==> src/rtl/spi_tx_fifo.sv <==
// Byte FIFO from the CPU SPI register block to the serializer; show-ahead read, level/full/empty/sticky overflow status.
// Latency: byte pushed at edge N is visible on rd_data after N, poppable at N+1; wr_ready = !full, rd_valid = !empty.
// Optional SPI_TX_FIFO_WATERMARK_EN adds registered low_wm (level <= LOW_WM).
module spi_tx_fifo #(
  parameter int DEPTH  = 16,
  parameter int ADDR_W = 4,
  parameter int LOW_WM = 4
) (
  input  logic              clk,
  input  logic              reset,
  input  logic [7:0]        wr_data,
  input  logic              wr_valid,
  output logic              wr_ready,
  input  logic              flush,
  output logic [7:0]        rd_data,
  output logic              rd_valid,
  input  logic              rd_ready,
  output logic [ADDR_W:0]   level,
  output logic              empty,
  output logic              full,
  output logic              overflow,
  input  logic              clr_overflow
`ifdef SPI_TX_FIFO_WATERMARK_EN
  ,
  output logic              low_wm
`endif
);

  localparam logic [ADDR_W:0]   DEPTH_L = (ADDR_W+1)'(DEPTH);
  localparam logic [ADDR_W-1:0] PTR_ONE = ADDR_W'(1);
  localparam logic [ADDR_W:0]   LVL_ONE = (ADDR_W+1)'(1);

  logic [7:0]        mem [DEPTH];
  logic [ADDR_W-1:0] wr_ptr;
  logic [ADDR_W-1:0] rd_ptr;
  logic [ADDR_W:0]   level_nxt;
  logic              push;
  logic              pop;

  // Status is decoded from the registered level only, so it never glitches mid-cycle.
  assign empty    = (level == '0);
  assign full     = (level == DEPTH_L);
  assign rd_valid = !empty;
  assign wr_ready = !full;
  assign rd_data  = mem[rd_ptr];

  assign push = wr_valid && !full;
  assign pop  = rd_valid && rd_ready;

  always_comb begin
    level_nxt = level;
    if (flush) begin
      level_nxt = '0;
    end else begin
      case ({push, pop})
        2'b10:   level_nxt = level + LVL_ONE;
        2'b01:   level_nxt = level - LVL_ONE;
        default: level_nxt = level;
      endcase
    end
  end

  always_ff @(posedge clk) begin
    if (reset) begin
      wr_ptr   <= '0;
      rd_ptr   <= '0;
      level    <= '0;
      overflow <= 1'b0;
    end else begin
      level <= level_nxt;
      if (flush) begin
        wr_ptr <= '0;
        rd_ptr <= '0;
      end else begin
        if (push) wr_ptr <= wr_ptr + PTR_ONE;
        if (pop)  rd_ptr <= rd_ptr + PTR_ONE;
      end
      // A refused push sets the flag even on a flush edge; set beats clear.
      if (wr_valid && full)
        overflow <= 1'b1;
      else if (clr_overflow)
        overflow <= 1'b0;
    end
  end

  // Storage is not reset; contents behind rd_ptr are only visible once level says so.
  always_ff @(posedge clk) begin
    if (push && !flush && !reset)
      mem[wr_ptr] <= wr_data;
  end

`ifdef SPI_TX_FIFO_WATERMARK_EN
  always_ff @(posedge clk) begin
    if (reset)
      low_wm <= 1'b1;
    else
      low_wm <= (level_nxt <= (ADDR_W+1)'(LOW_WM));
  end
`endif

endmodule

==> config.mk <==
export PLATFORM = sky130hd
export DESIGN_NAME = spi_tx_fifo
export DESIGN_NICKNAME = d
export VERILOG_FILES = /design/src/rtl/spi_tx_fifo.sv
export SDC_FILE = /design/constraint.sdc
export NUM_CORES = 1
export LEC_CHECK = 0
export BUFFER_PORTS_ARGS = -buffer_cell sky130_fd_sc_hd__buf_2
export CAP_MARGIN = 40
export CELL_PAD_IN_SITES_DETAIL_PLACEMENT = 0
export CELL_PAD_IN_SITES_GLOBAL_PLACEMENT = 2
export CORE_MARGIN = 2
export CORE_UTILIZATION = 47
export CTS_CLUSTER_SIZE = 20
export DETAILED_ROUTE_END_ITERATION = 16
export PLACE_DENSITY_LB_ADDON = 0.1
export SYNTH_ARGS = -nofsm -noshare
export SYNTH_HDL_FRONTEND = slang
export SYNTH_SLANG_ARGS = --single-unit
==> constraint.sdc <==
create_clock -name clk -period 3.45 [get_ports clk]
set_input_delay 0.1725 -clock clk [delete_from_list [all_inputs] [get_ports clk]]
set_output_delay 0.1725 -clock clk [all_outputs]
set_load 0.01 [all_outputs]
==> metrics.yaml <==
global_route:
  grt_max_degree: 33
  overflow: 0
  track_usage_pct: 19.5
  grt_pass1_vias: 2975
  grt_first_pass_wirelength_um: 18000
  antenna_found_initial: 0
timing:
  fin_crit_ns: 2.86
  finalSetupViolCount: 0
  rsz0062_at_grt: "false"
  fmax_ghz: 0.350
  slew_violations: 0
  finalClockSkew_ns: 0.00665
  tightest_slew_ns: 0.743
  setup_tns_ns: 0
  fin_crit_sh_pct: 82.8
  relSlewSlack_pct: 50.3
  finalHoldViolations: 0
detailed_routing:
  routed_wl_um: 12200
  drtPass1Iterations: 4
  drcViolationCount: 0
  detail_route.vias_per_cell: 5.40
  ant_nets: 0
  vias: 2980
  detail_route.wl_per_cell_um: 22.1
  drtIter0Drc: 232
worst_setup_path:
  crit_arrival_ns: 3.14
  cp-end-kind: "flop"
  crit_chain: "nor4_1 -> a21boi_2 -> inv_1 -> ha_1 -> xor2_1 -> ha_1 -> and4b_1 -> a21oi_1 -> o2bb2ai_1 -> o21ai_0 -> o31ai_1"
  critPathMaxFanout: 10
  reg2reg_from: "level[3]"
  cp_common_cell: "ha_1"
  crit_path_max_incr_delay_ns: 0.60
  cp_slowest_cell: "nor4_1"
  cp-startpoint: "level[3]"
  worstSetupStartpointType: "flop"
  path_buf_inv: 1
  cp.required_ns: 3.74
  criticalPathCategory: "reg -> reg"
  cp_top_family: "simple AND/OR/NAND/NOR gates"
yosys:
  synthesis.area_um2: 5990
  yosysMostFrequentCell: "edfxtp_1"
  ys_top_cells_by_count: "edfxtp_1 (128), nor2_1 (40), mux4_1 (28), dfxtp_1 (18), mux4_2 (12)"
  yosysTopAreaCellShare_pct: 64.2
  syn_inst: 313
  synth_edf_count: 128
  yosys.area.top_type: "edfxtp_1"
  syn_nets: 334
  synthArstFlopShare_pct: 0
  synth.avg_cell_area_um2: 19.1
  yosys_most_used_dff: "edfxtp_1"
  synth_cell_type_count: 44
  ys_ff_latch: 146
  yosys-top-cells-area: "edfxtp_1 (64%), mux4_1 (12%), dfxtp_1 (6.0%)"
  synth_seq_area_share_pct: 70.2
  ys_warn_count: 0
final_layout:
  final_layout_size_suffix_gt1_share_pct: 26.8
  ff_latch_area_um2: 4210
  nFillCells: 1029
  syn_to_final_growth_pct: 17.5
  multiInputGateArea_um2: 1660
  nNetsFinal: 388
  diodes: 0
cts:
  numCtsBuffers: 17
  h-tree-depth: 4
  root_buffer: "clkbuf_16"
  insertion_delay_ns: 0.41
  cts_sinks: 146
  clk_pin_slew_worst_paths_ns: 0.06
  clockBufferDepth: 2
  cts_setup_buffers: 0
  cts_tree: "built"
pwr:
  power_uw: 4000
  leakage_uw: 0.00240
  power_density_nw_per_um2: 568
  ir_drop_uv: 307
die:
  start_util_pct: 47.9
  io_pins: 32
  die_w_um: 117
  core_um2: 12500
  rows: 41
  die_area_um2: 13700
  die_h_um: 117
place:
  place_congestion: 0.772
  dp_hpwl_um: 7670
  portBuffers: 31
hold_path:
  hold_path.startpoint: "clr_overflow"
  min-delay-path-class: "in -> reg"
flow_run:
  maxCapViolations: 0
outcome:
  status: "finished clean"
power breakdown:
group	total (uW)	switching (uW)	leakage, uW	internal (uW)
combinational	131	74.1	0.000802	57.0
sequential	1940	11.9	0.00130	1930
clock	1930	656	0.000305	1270
layout by cell type, fill, tap and decap left out, types with 3 or more instances in the layout:
| cell | n |
|---|---|
| clkinv_2 | 5 |
| clkbuf_16 | 17 |
| ha_1 | 7 |
| a21oi_1 | 5 |
| xor2_1 | 6 |
| mux4_2 | 12 |
| buf_4 | 21 |
| bufinv_16 | 5 |
| inv_1 | 5 |
| edfxtp_1 | 128 |
| dfxtp_1 | 17 |
| mux4_1 | 28 |
| xnor2_1 | 3 |
| buf_2 | 31 |
| nand2_1 | 9 |
| mux2i_1 | 3 |
| nor3_1 | 3 |
| nor2_1 | 40 |
state kept, by name (all words and copies together), names as in the netlist, named ones only:
signal	count
mem	128
level	5
rd_ptr	4
wr_ptr	4
overflow	1
worst register-to-register path, stage by stage (launching register included):
cell,delay [ns]
dfxtp_1,0.40
nor4_1,0.60
a21boi_2,0.26
inv_1,0.11
ha_1,0.35
xor2_1,0.12
ha_1,0.26
and4b_1,0.19
a21oi_1,0.11
o2bb2ai_1,0.10
o21ai_0,0.15
o31ai_1,0.09
per-layer routing:
layer	vias to the layer above	track usage, %	part of all wire, %
li1	1371	-	-
met1	1530	25.3	43
met2	66	32.4	52
met3	13	4.43	4.0
met4	0	7.53	1.2
met5	-	0	0
per-stage QoR:
step                hold WS, ns  worst slack [ns]  cells  utilization (%)  area [um2]
floorplan                 0.245             0.734    313                -        5990
global placement          0.356             0.680    519             51.2        6410
detailed placement        0.362             0.597    519             51.2        6410
CTS                      0.0439             0.578    552             56.2        7040
global route              0.107             0.355    552             56.2        7040
finish                   0.0739             0.592    552             56.2        7040
layout make-up:
class	instances	share of cell area, %
clock buffers	19	6.15
clock inverters	13	2.70
inverters	5	0.267
multi-input cells	144	23.5
flip-flops and latches	146	59.7
well taps	172	3.06
repair buffers	53	4.59
path summary, 6_finish.rpt:
kind	endpoint	slack (ns)	depth (start not counted)
max	level[4]	0.59	11
min	overflow	0.07	4
max reg2reg	level[4]	0.59	11
min reg2reg	rd_ptr[3]	0.52	2
repair_timing:
item                                   CTS  global route
gates resized for setup                  0             0
hold buffers                             1             0
endpoints found under the hold margin    1             0
logic make-up after synthesis:
family | Yosys count | synth area share (%)
xor gates and xnor gates | 9 | 1.32
DFF | 146 | 70.2
muxes | 43 | 17.3
buffers and inverters | 23 | 2.19
and+or+nand+nor | 68 | 5.31
AOI/OAI and AO/OA | 17 | 2.26
adders and majority gates | 7 | 1.46
(Power assumes the default switching activity.)
